[config.mk]
export PLATFORM = sky130hd
export DESIGN_NAME = deserializer_flex
export DESIGN_NICKNAME = d
export VERILOG_FILES = /design/src/rtl/deserializer_flex_pkg.sv /design/src/rtl/deser_out_stage.sv /design/src/rtl/deserializer_flex.sv
export SDC_FILE = /design/constraint.sdc
export NUM_CORES = 1
export LEC_CHECK = 0
export BUFFER_PORTS_ARGS = -buffer_cell sky130_fd_sc_hd__buf_4
export CAP_MARGIN = 20
export CORE_MARGIN = 4
export CORE_UTILIZATION = 30
export CTS_CLUSTER_DIAMETER = 40
export DETAILED_ROUTE_END_ITERATION = 8
export GPL_ROUTABILITY_DRIVEN = 0
export PLACE_DENSITY = 0.49
export SYNTH_ARGS = -nofsm -noshare
export SYNTH_HDL_FRONTEND = slang
export SYNTH_HIERARCHICAL = 1
export SYNTH_SLANG_ARGS = --single-unit
[constraint.sdc]
create_clock -name clk_i -period 7.37 [get_ports clk_i]
set_input_delay 0 -clock clk_i [delete_from_list [all_inputs] [get_ports clk_i]]
set_output_delay 0 -clock clk_i [all_outputs]
set_load 0.05 [all_outputs]
[src/rtl/deserializer_flex_pkg.sv]
// Shared types for the flexible deserializer: FSM states and bit-order encoding.
package deserializer_flex_pkg;

    typedef enum logic [1:0] {
        COLLECT = 2'd0,
        HOLD    = 2'd1,
        PARITY  = 2'd2
    } deser_state_e;

    localparam logic ORDER_MSB = 1'b1;
    localparam logic ORDER_LSB = 1'b0;

endpackage

[src/rtl/deser_out_stage.sv]
// One-entry output holding register with valid/ready handshake.
// The producer may only pulse load_i while free_o is high.
module deser_out_stage #(
    parameter int DATA_W = 16,
    parameter int CNT_W  = $clog2(DATA_W + 1)
) (
    input  logic              clk_i,
    input  logic              arst_i,
    input  logic              load_i,
    input  logic [DATA_W-1:0] data_i,
    input  logic [CNT_W-1:0]  len_i,
    input  logic              ready_i,
    output logic              free_o,
    output logic [DATA_W-1:0] data_o,
    output logic [CNT_W-1:0]  len_o,
    output logic              val_o
);

    logic              r_val;
    logic [DATA_W-1:0] r_data;
    logic [CNT_W-1:0]  r_len;

    // Free when empty, or when the current word leaves on this edge.
    assign free_o = !r_val || ready_i;

    always_ff @(posedge clk_i or posedge arst_i) begin
        if (arst_i) begin
            r_val  <= 1'b0;
            r_data <= '0;
            r_len  <= '0;
        end else if (load_i) begin
            r_val  <= 1'b1;
            r_data <= data_i;
            r_len  <= len_i;
        end else if (ready_i) begin
            r_val  <= 1'b0;
        end
    end

    assign data_o = r_data;
    assign len_o  = r_len;
    assign val_o  = r_val;

endmodule

[src/rtl/deserializer_flex.sv]
// Serial-to-parallel deserializer with per-word bit order, early termination
// and ready/valid on both sides. Optional parity: DESERIALIZER_FLEX_PARITY_EN.
module deserializer_flex
    import deserializer_flex_pkg::*;
#(
    parameter  int DATA_W = 16,
    localparam int CNT_W  = $clog2(DATA_W + 1)
) (
    input  logic              clk_i,
    input  logic              arst_i,
    input  logic              data_i,
    input  logic              data_val_i,
    input  logic              data_last_i,
    input  logic              msb_first_i,
    output logic              data_ready_o,
    output logic [DATA_W-1:0] deser_data_o,
    output logic [CNT_W-1:0]  deser_data_len_o,
    output logic              deser_data_val_o,
    input  logic              deser_data_ready_i
`ifdef DESERIALIZER_FLEX_PARITY_EN
    ,
    output logic              deser_parity_err_o
`endif
);

    localparam logic [CNT_W-1:0] LAST_POS = CNT_W'(DATA_W - 1);

    deser_state_e      r_state;
    logic              r_ready;
    logic [DATA_W-1:0] r_asm;
    logic [CNT_W-1:0]  r_cnt;
    logic [CNT_W-1:0]  r_len;
    logic              r_order;
`ifdef DESERIALIZER_FLEX_PARITY_EN
    logic              r_par;
    logic              r_perr;
    logic              r_err_out;
    logic              w_load_err;
`endif

    logic              w_accept;
    logic              w_order;
    logic [CNT_W-1:0]  w_pos;
    logic [DATA_W-1:0] w_asm_set;
    logic              w_done;
    logic [CNT_W-1:0]  w_len_now;
    logic              w_stage_free;
    logic              w_load;
    logic [DATA_W-1:0] w_load_data;
    logic [CNT_W-1:0]  w_load_len;

    assign w_accept  = data_val_i && r_ready;
    // The order input only matters on the first bit of a word.
    assign w_order   = (r_cnt == '0) ? msb_first_i : r_order;
    assign w_pos     = (w_order == ORDER_MSB) ? (LAST_POS - r_cnt) : r_cnt;
    assign w_done    = (r_cnt == LAST_POS) || data_last_i;
    assign w_len_now = r_cnt + CNT_W'(1);

    for (genvar gi = 0; gi < DATA_W; gi++) begin : g_place
        assign w_asm_set[gi] = (w_pos == CNT_W'(gi)) ? data_i : r_asm[gi];
    end

    always_comb begin
        w_load      = 1'b0;
        w_load_data = w_asm_set;
        w_load_len  = w_len_now;
`ifdef DESERIALIZER_FLEX_PARITY_EN
        w_load_err  = 1'b0;
`endif
        case (r_state)
`ifndef DESERIALIZER_FLEX_PARITY_EN
            COLLECT: w_load = w_accept && w_done && w_stage_free;
`else
            PARITY: begin
                w_load      = w_accept && w_stage_free;
                w_load_data = r_asm;
                w_load_len  = r_len;
                w_load_err  = r_par ^ data_i;
            end
`endif
            HOLD: begin
                w_load      = w_stage_free;
                w_load_data = r_asm;
                w_load_len  = r_len;
`ifdef DESERIALIZER_FLEX_PARITY_EN
                w_load_err  = r_perr;
`endif
            end
            default: w_load = 1'b0;
        endcase
    end

    always_ff @(posedge clk_i or posedge arst_i) begin
        if (arst_i) begin
            r_state <= COLLECT;
            r_ready <= 1'b1;
            r_asm   <= '0;
            r_cnt   <= '0;
            r_len   <= '0;
            r_order <= ORDER_LSB;
`ifdef DESERIALIZER_FLEX_PARITY_EN
            r_par     <= 1'b0;
            r_perr    <= 1'b0;
            r_err_out <= 1'b0;
`endif
        end else begin
`ifdef DESERIALIZER_FLEX_PARITY_EN
            if (w_load) r_err_out <= w_load_err;
`endif
            case (r_state)
                COLLECT: begin
                    if (w_accept) begin
                        r_order <= w_order;
`ifdef DESERIALIZER_FLEX_PARITY_EN
                        r_par   <= r_par ^ data_i;
`endif
                        if (w_done) begin
                            r_cnt <= '0;
`ifdef DESERIALIZER_FLEX_PARITY_EN
                            r_asm   <= w_asm_set;
                            r_len   <= w_len_now;
                            r_state <= PARITY;
`else
                            if (w_stage_free) begin
                                r_asm <= '0;
                            end else begin
                                r_asm   <= w_asm_set;
                                r_len   <= w_len_now;
                                r_state <= HOLD;
                                r_ready <= 1'b0;
                            end
`endif
                        end else begin
                            r_asm <= w_asm_set;
                            r_cnt <= w_len_now;
                        end
                    end
                end
`ifdef DESERIALIZER_FLEX_PARITY_EN
                PARITY: begin
                    if (w_accept) begin
                        if (w_stage_free) begin
                            r_asm   <= '0;
                            r_par   <= 1'b0;
                            r_state <= COLLECT;
                        end else begin
                            r_perr  <= r_par ^ data_i;
                            r_state <= HOLD;
                            r_ready <= 1'b0;
                        end
                    end
                end
`endif
                HOLD: begin
                    if (w_stage_free) begin
                        r_asm   <= '0;
`ifdef DESERIALIZER_FLEX_PARITY_EN
                        r_par   <= 1'b0;
`endif
                        r_state <= COLLECT;
                        r_ready <= 1'b1;
                    end
                end
                default: begin
                    r_state <= COLLECT;
                    r_ready <= 1'b1;
                end
            endcase
        end
    end

    deser_out_stage #(
        .DATA_W (DATA_W),
        .CNT_W  (CNT_W)
    ) u_out_stage (
        .clk_i   (clk_i),
        .arst_i  (arst_i),
        .load_i  (w_load),
        .data_i  (w_load_data),
        .len_i   (w_load_len),
        .ready_i (deser_data_ready_i),
        .free_o  (w_stage_free),
        .data_o  (deser_data_o),
        .len_o   (deser_data_len_o),
        .val_o   (deser_data_val_o)
    );

    assign data_ready_o = r_ready;
`ifdef DESERIALIZER_FLEX_PARITY_EN
    assign deser_parity_err_o = r_err_out;
`endif

endmodule
* Word-level counts from Yosys, hierarchy flattened *
Index checks and enable logic that the tools add are counted.
W data, S select, Z words.

storage, ports and cells
  input bits = 7
  register bits after elaboration = 52

cells by class
  eq/ne operators = 21
  bitwise logic cells = 1
  reductions and logical operators = 15
  add/subtract/negate cells = 2
  muxes and demuxes = 39

operators by type and width
  kind                   count
  $mux W16               5
  $eq A5 B4 Y1 const B   9
  $pmux W16 S2           1
  $mux W1                23
  $eq A5 B3 Y1 const B   4
  $mux W5                3
  $eq A5 B2 Y1 const B   2
  $logic_not A5 Y1       2
  $mux W2                4
  $ne A2 B2 Y1 const B   4
  $reduce_and A4 Y1      2
  $add A5 B1 Y5 const B  1
  $eq A5 B1 Y1 const B   1
  $sub A4 B5 Y5 const A  1
  $pmux W1 S2            2
  $pmux W2 S2            1
  $reduce_bool A2 Y1     2
  $logic_and A1 B1 Y1    3
  $reduce_and A3 Y1      1
  $eq A2 B1 Y1 const B   1
  $logic_not A2 Y1       1
  $logic_or A1 B1 Y1     2
  $reduce_and A2 Y1      1
  $logic_not A1 Y1       1
  $not A1 Y1             1

* Longest topological paths before layout *
  depth after elaboration = 9
  mapped depth = 8
  depth with buffers taken out = 8

* Modules after synthesis *
Netlist, hierarchy kept.

modules (own cells, without submodules)
  module             sequential area each (µm²)  instances  cells an instance  area each (µm²)
  deserializer_flex  726.9                       1          234                2,084.5
  deser_out_stage    550.5                       1          48                 825.8

* Least setup slack after synthesis *
No wires, ideal clock.

  kind = register to register
  start point = reg r_cnt[0]
  end point = reg u_out_stage.r_data[11] (netlist: u_out_stage/data_o[11])
  data arrival time = 2.538 ns
  required time = 7.245 ns
  cell stages (with the launch flop) = 9
  buffers on the path = 0
  path slack = 4.707 ns
  cells stage by stage = dfrtp_1 inv_1 ha_1 nor4b_4 mux2i_4 mux2i_2 nor3_1 o22a_1 mux2_2

on the way
  word-level cells in the longest chain between the ends = 6

ends and longest elaborated chain
  element                                                                RTL line                  text
  start: declaration                                                     deserializer_flex.sv:31   logic [CNT_W-1:0] r_cnt;
  start signal: assignment                                               deserializer_flex.sv:135  r_cnt <= w_len_now;
  parallel branches: the longest is 2 deep, another holds $sub A4 B5 Y5  n/a
  $mux W5 (*)                                                            deserializer_flex.sv:55   assign w_pos = (w_order == ORDER_MSB) ? (LAST_POS - r_cnt) : r_cnt;
  $eq A5 B4 Y1 (*)                                                       deserializer_flex.sv:60   assign w_asm_set[gi] = (w_pos == CNT_W'(gi)) ? data_i : r_asm[gi];
  $mux W1 (*)                                                            deserializer_flex.sv:60
  $mux W16 (*)                                                           deserializer_flex.sv:70   case (r_state)
  net w_load_data[11]                                                    deserializer_flex.sv:49   logic [DATA_W-1:0] w_load_data;
  end signal: assignment                                                 deser_out_stage.sv:33     r_data <= data_i;
  end: declaration                                                       deser_out_stage.sv:20     logic [DATA_W-1:0] r_data;

Mark *: on every way through the listed nets, which the timed path passes.
A chain may end at the register's enable or synchronous reset.

* Worst setup path after layout *
  start point = reg r_cnt[0]
  end point = reg u_out_stage.r_data[7] (netlist: u_out_stage/data_o[7])

on the way
  word-level cells in the longest chain between the ends = 6

ends and longest elaborated chain
  element                                                                RTL line
  parallel branches: the longest is 2 deep, another holds $sub A4 B5 Y5  n/a
  $mux W5 (*)                                                            deserializer_flex.sv:55
  $eq A5 B3 Y1 (*)                                                       deserializer_flex.sv:60
  $mux W1 (*)                                                            deserializer_flex.sv:60
  $mux W16 (*)                                                           deserializer_flex.sv:70
  net w_load_data[7]                                                     deserializer_flex.sv:49

Marked as above.

==> impl_metrics.csv <==
group,metric,value,unit
clock_network,cts_made_buffers,5,
drt,drc,0,
die,core_area,0.00933,mm²
global_route,gr-usage-met3,0.0231,
die,die_x,106,µm
clock_network,clock_latency,300,ps
min_path,hp-class,"primary input to register",
timing,setup_ws,4360,ps
cells_and_area,fin_util,0.365,
cells_and_area,layout_common_cells,"dfrtp_1 (50), mux2_2 (31), buf_4 (31), nand2_1 (27), nor3_1 (14)",
timing,hold_ws,276,ps
logic_synthesis,syn_area_per_cell,10.3,µm²
clock_network,h-tree-depth,2,
global_route,grt_max_degree,37,
drt,vias,2276,
global_route,overflow,0,
worst_setup_path,reg2reg_depth,8,
drt,post_drt_wl_per_cell,17.0,µm
die,fp-row-count,35,
clock_network,cts_buffer_depth,2,
cells_and_area,area_growth,17.1,%
pwr,ir_drop,0.118,mV
worst_setup_path,regToRegSetupSlack,4360,ps
timing,fmax,0.332,GHz
global_route,top_usage_layer,"met2",
drt,detail-route-antenna-nets,0,
flow_run,maxCapViolations,0,
die,die_h,106,µm
clock_network,cts_tree,"built",
timing,drv_slew,0,
cells_and_area,final_common_cell,"dfrtp_1",
cells_and_area,fin_nets,318,
logic_synthesis,ys_ff_latch,51,
timing,fin_crit_sh,0.409,
logic_synthesis,syn-num-nets,291,
timing,fin_tns_setup,0,ps
timing,rsz0062_at_grt,"no",
global_route,grt_use_met2,0.205,
timing,finalCriticalPeriod,3010,ps
clock_network,postCtsSetupRepairBufs,0,
timing,tightest_slew,883,ps
drt,wl,7470,µm
drt,drt-initial-drc-count,129,
global_route,grt_pass1_vias,2315,
clock_network,root_buffer,"clkbuf_8",
drt,post_drt_via_cell_ratio,5.18,
worst_setup_path,crit_arrival,3210,ps
status,status,"complete, no violations",
worst_setup_path,cp-end-kind,"register",
worst_setup_path,crit_path_start_kind,"register",
timing,setup_viol,0,
pwr,power.leakage,1.50,nW
min_path,min_path_cells,3,
timing,fin_worst_skew,5.34,ps
pwr,power,526,µW
logic_synthesis,synth-seq-area-share,0.439,
timing,hold_violations,0,
cells_and_area,drive_above_1_share,0.265,
clock_network,clkTransAtPathRegs,100,ps
die,die_area,0.0113,mm²
die,start_util,0.312,
logic_synthesis,ys_warn_count,6,
cells_and_area,multi_input_area,0.00154,mm²
global_route,use_met1,0.201,
cells_and_area,regArea,0.00128,mm²
placed_design,dp_slack,4360,ps
worst_setup_path,worstPathMaxFanout,10,
pwr,p_per_area,154,mW/mm²
global_route,grt_pass1_wl,12300,µm
global_route,antenna_found_initial,0,
cells_and_area,diodes,0,
worst_setup_path,worstSetupPathType,"register to register",
logic_synthesis,syn_inst,282,
global_route,grt_usage,0.137,
timing,relSlewSlack,0.411,
die,io_pins,30,
drt,drt_first_pass_iters,4,
logic_synthesis,syn_area,0.00291,mm²
logic_synthesis,synthDistinctLibCells,45,
placed_design,portBuffers,29,
cells_and_area,fillCellCount,926,
worst_setup_path,crit_required,7570,ps
placed_design,hpwlAfterDp,5240,µm
clock_network,cts_sinks,51,
[cell families (layout without fill, tap and decap cells)]
family	after synthesis	after routing	share of synthesized area
AOI/OAI and AO/OA	70	70	0.175
xor gates and xnor gates	3	3	0.00903
adders and majority gates	2	2	0.00860
buffers and inverters	21	49	0.0327
DFF	51	51	0.439
muxes	42	42	0.172
and+or+nand+nor	93	93	0.164
[metrics by stage]
step                      instances  cell area (µm²)
after detailed placement        427             3230
after CTS                       439             3410
final                           439             3410
after global routing            439             3410
after floorplan                 282             2910
after global placement          427             3230
[cells in the mapped netlist (all sizes together)]
cell	count	share of area
or3b	3	0.0090
nand2b	9	0.019
clkbuf	11	0.014
inv	6	0.0077
ha	2	0.0086
o21ai	9	0.015
xnor2	2	0.0060
dfstp	1	0.0090
a2bb2oi	4	0.012
nor2	13	0.017
and3	1	0.0022
and2	2	0.0043
xor2	1	0.0030
a21o	3	0.0077
dfrtp	50	0.43
nand3	13	0.022
nor4b	1	0.0082
a211o	2	0.0060
o211ai	8	0.021
a32o	4	0.014
o22ai	2	0.0043
nand2	27	0.035
mux2i	10	0.048
nor2b	3	0.0064
buf	4	0.011
a41o	1	0.0034
nor4	4	0.0086
a22oi	2	0.0052
a31oi	1	0.0022
mux2	32	0.12
a31o	1	0.0030
a22o	1	0.0030
nand3b	3	0.0077
a211oi	2	0.0052
a21oi	14	0.025
nor3	14	0.024
o311ai	4	0.012
o22a	12	0.036
[layout make-up]
cell class	instances	share of cell area
clock inverter	3	0.0198
sequential	51	0.375
tap	129	0.0474
timing repair buffer	35	0.0800
inverter	6	0.00661
clock buffer	5	0.0202
multi-input combinational	210	0.451
[power breakdown]
| group | internal, mW | total, mW | switching (mW) |
|---|---|---|---|
| Combinational | 0.00429 | 0.0126 | 0.00826 |
| Clock | 0.135 | 0.234 | 0.0982 |
| Sequential | 0.280 | 0.280 | 0 |
| Total | 0.419 | 0.526 | 0.106 |
[sequential cells by signal, indices dropped and copies added (netlist names)]
name,count
r_state,1
u_out_stage/data_o,16
u_out_stage/len_o,5
r_asm,16
data_ready_o,1
r_len,5
u_out_stage/val_o,1
r_cnt,5
r_order,1
[worst paths after layout]
kind,from,to
worst max register to register,r_cnt[0],u_out_stage/data_o[7]
worst min-delay path,deser_data_ready_i,r_state[0]
worst max-delay path,r_cnt[0],u_out_stage/data_o[7]
worst min register to register,r_len[0],r_len[0]
min in group asynchronous,arst_i,r_asm[3]
max in group asynchronous,arst_i,u_out_stage/data_o[3]
[per-layer routing]
layer  up-vias  share of wire
met4         0          0.012
met2        56           0.45
met3         6          0.046
met5         -              0
li1       1101              -
met1      1113           0.49
[worst max-delay path, cell delays in order, from the launching register on]
cell	delay (ps)
dfrtp_1	470
inv_1	170
ha_1	240
nor4b_4	310
mux2i_4	530
mux2i_2	610
nor3_1	110
o22a_1	210
mux2_2	260
[what timing repair did]
item,in CTS,in global routing
hold endpoints to repair,54,0
gates resized for setup,0,0
hold buffers,4,0
Note: power is estimated with default switching activity, not from simulation.
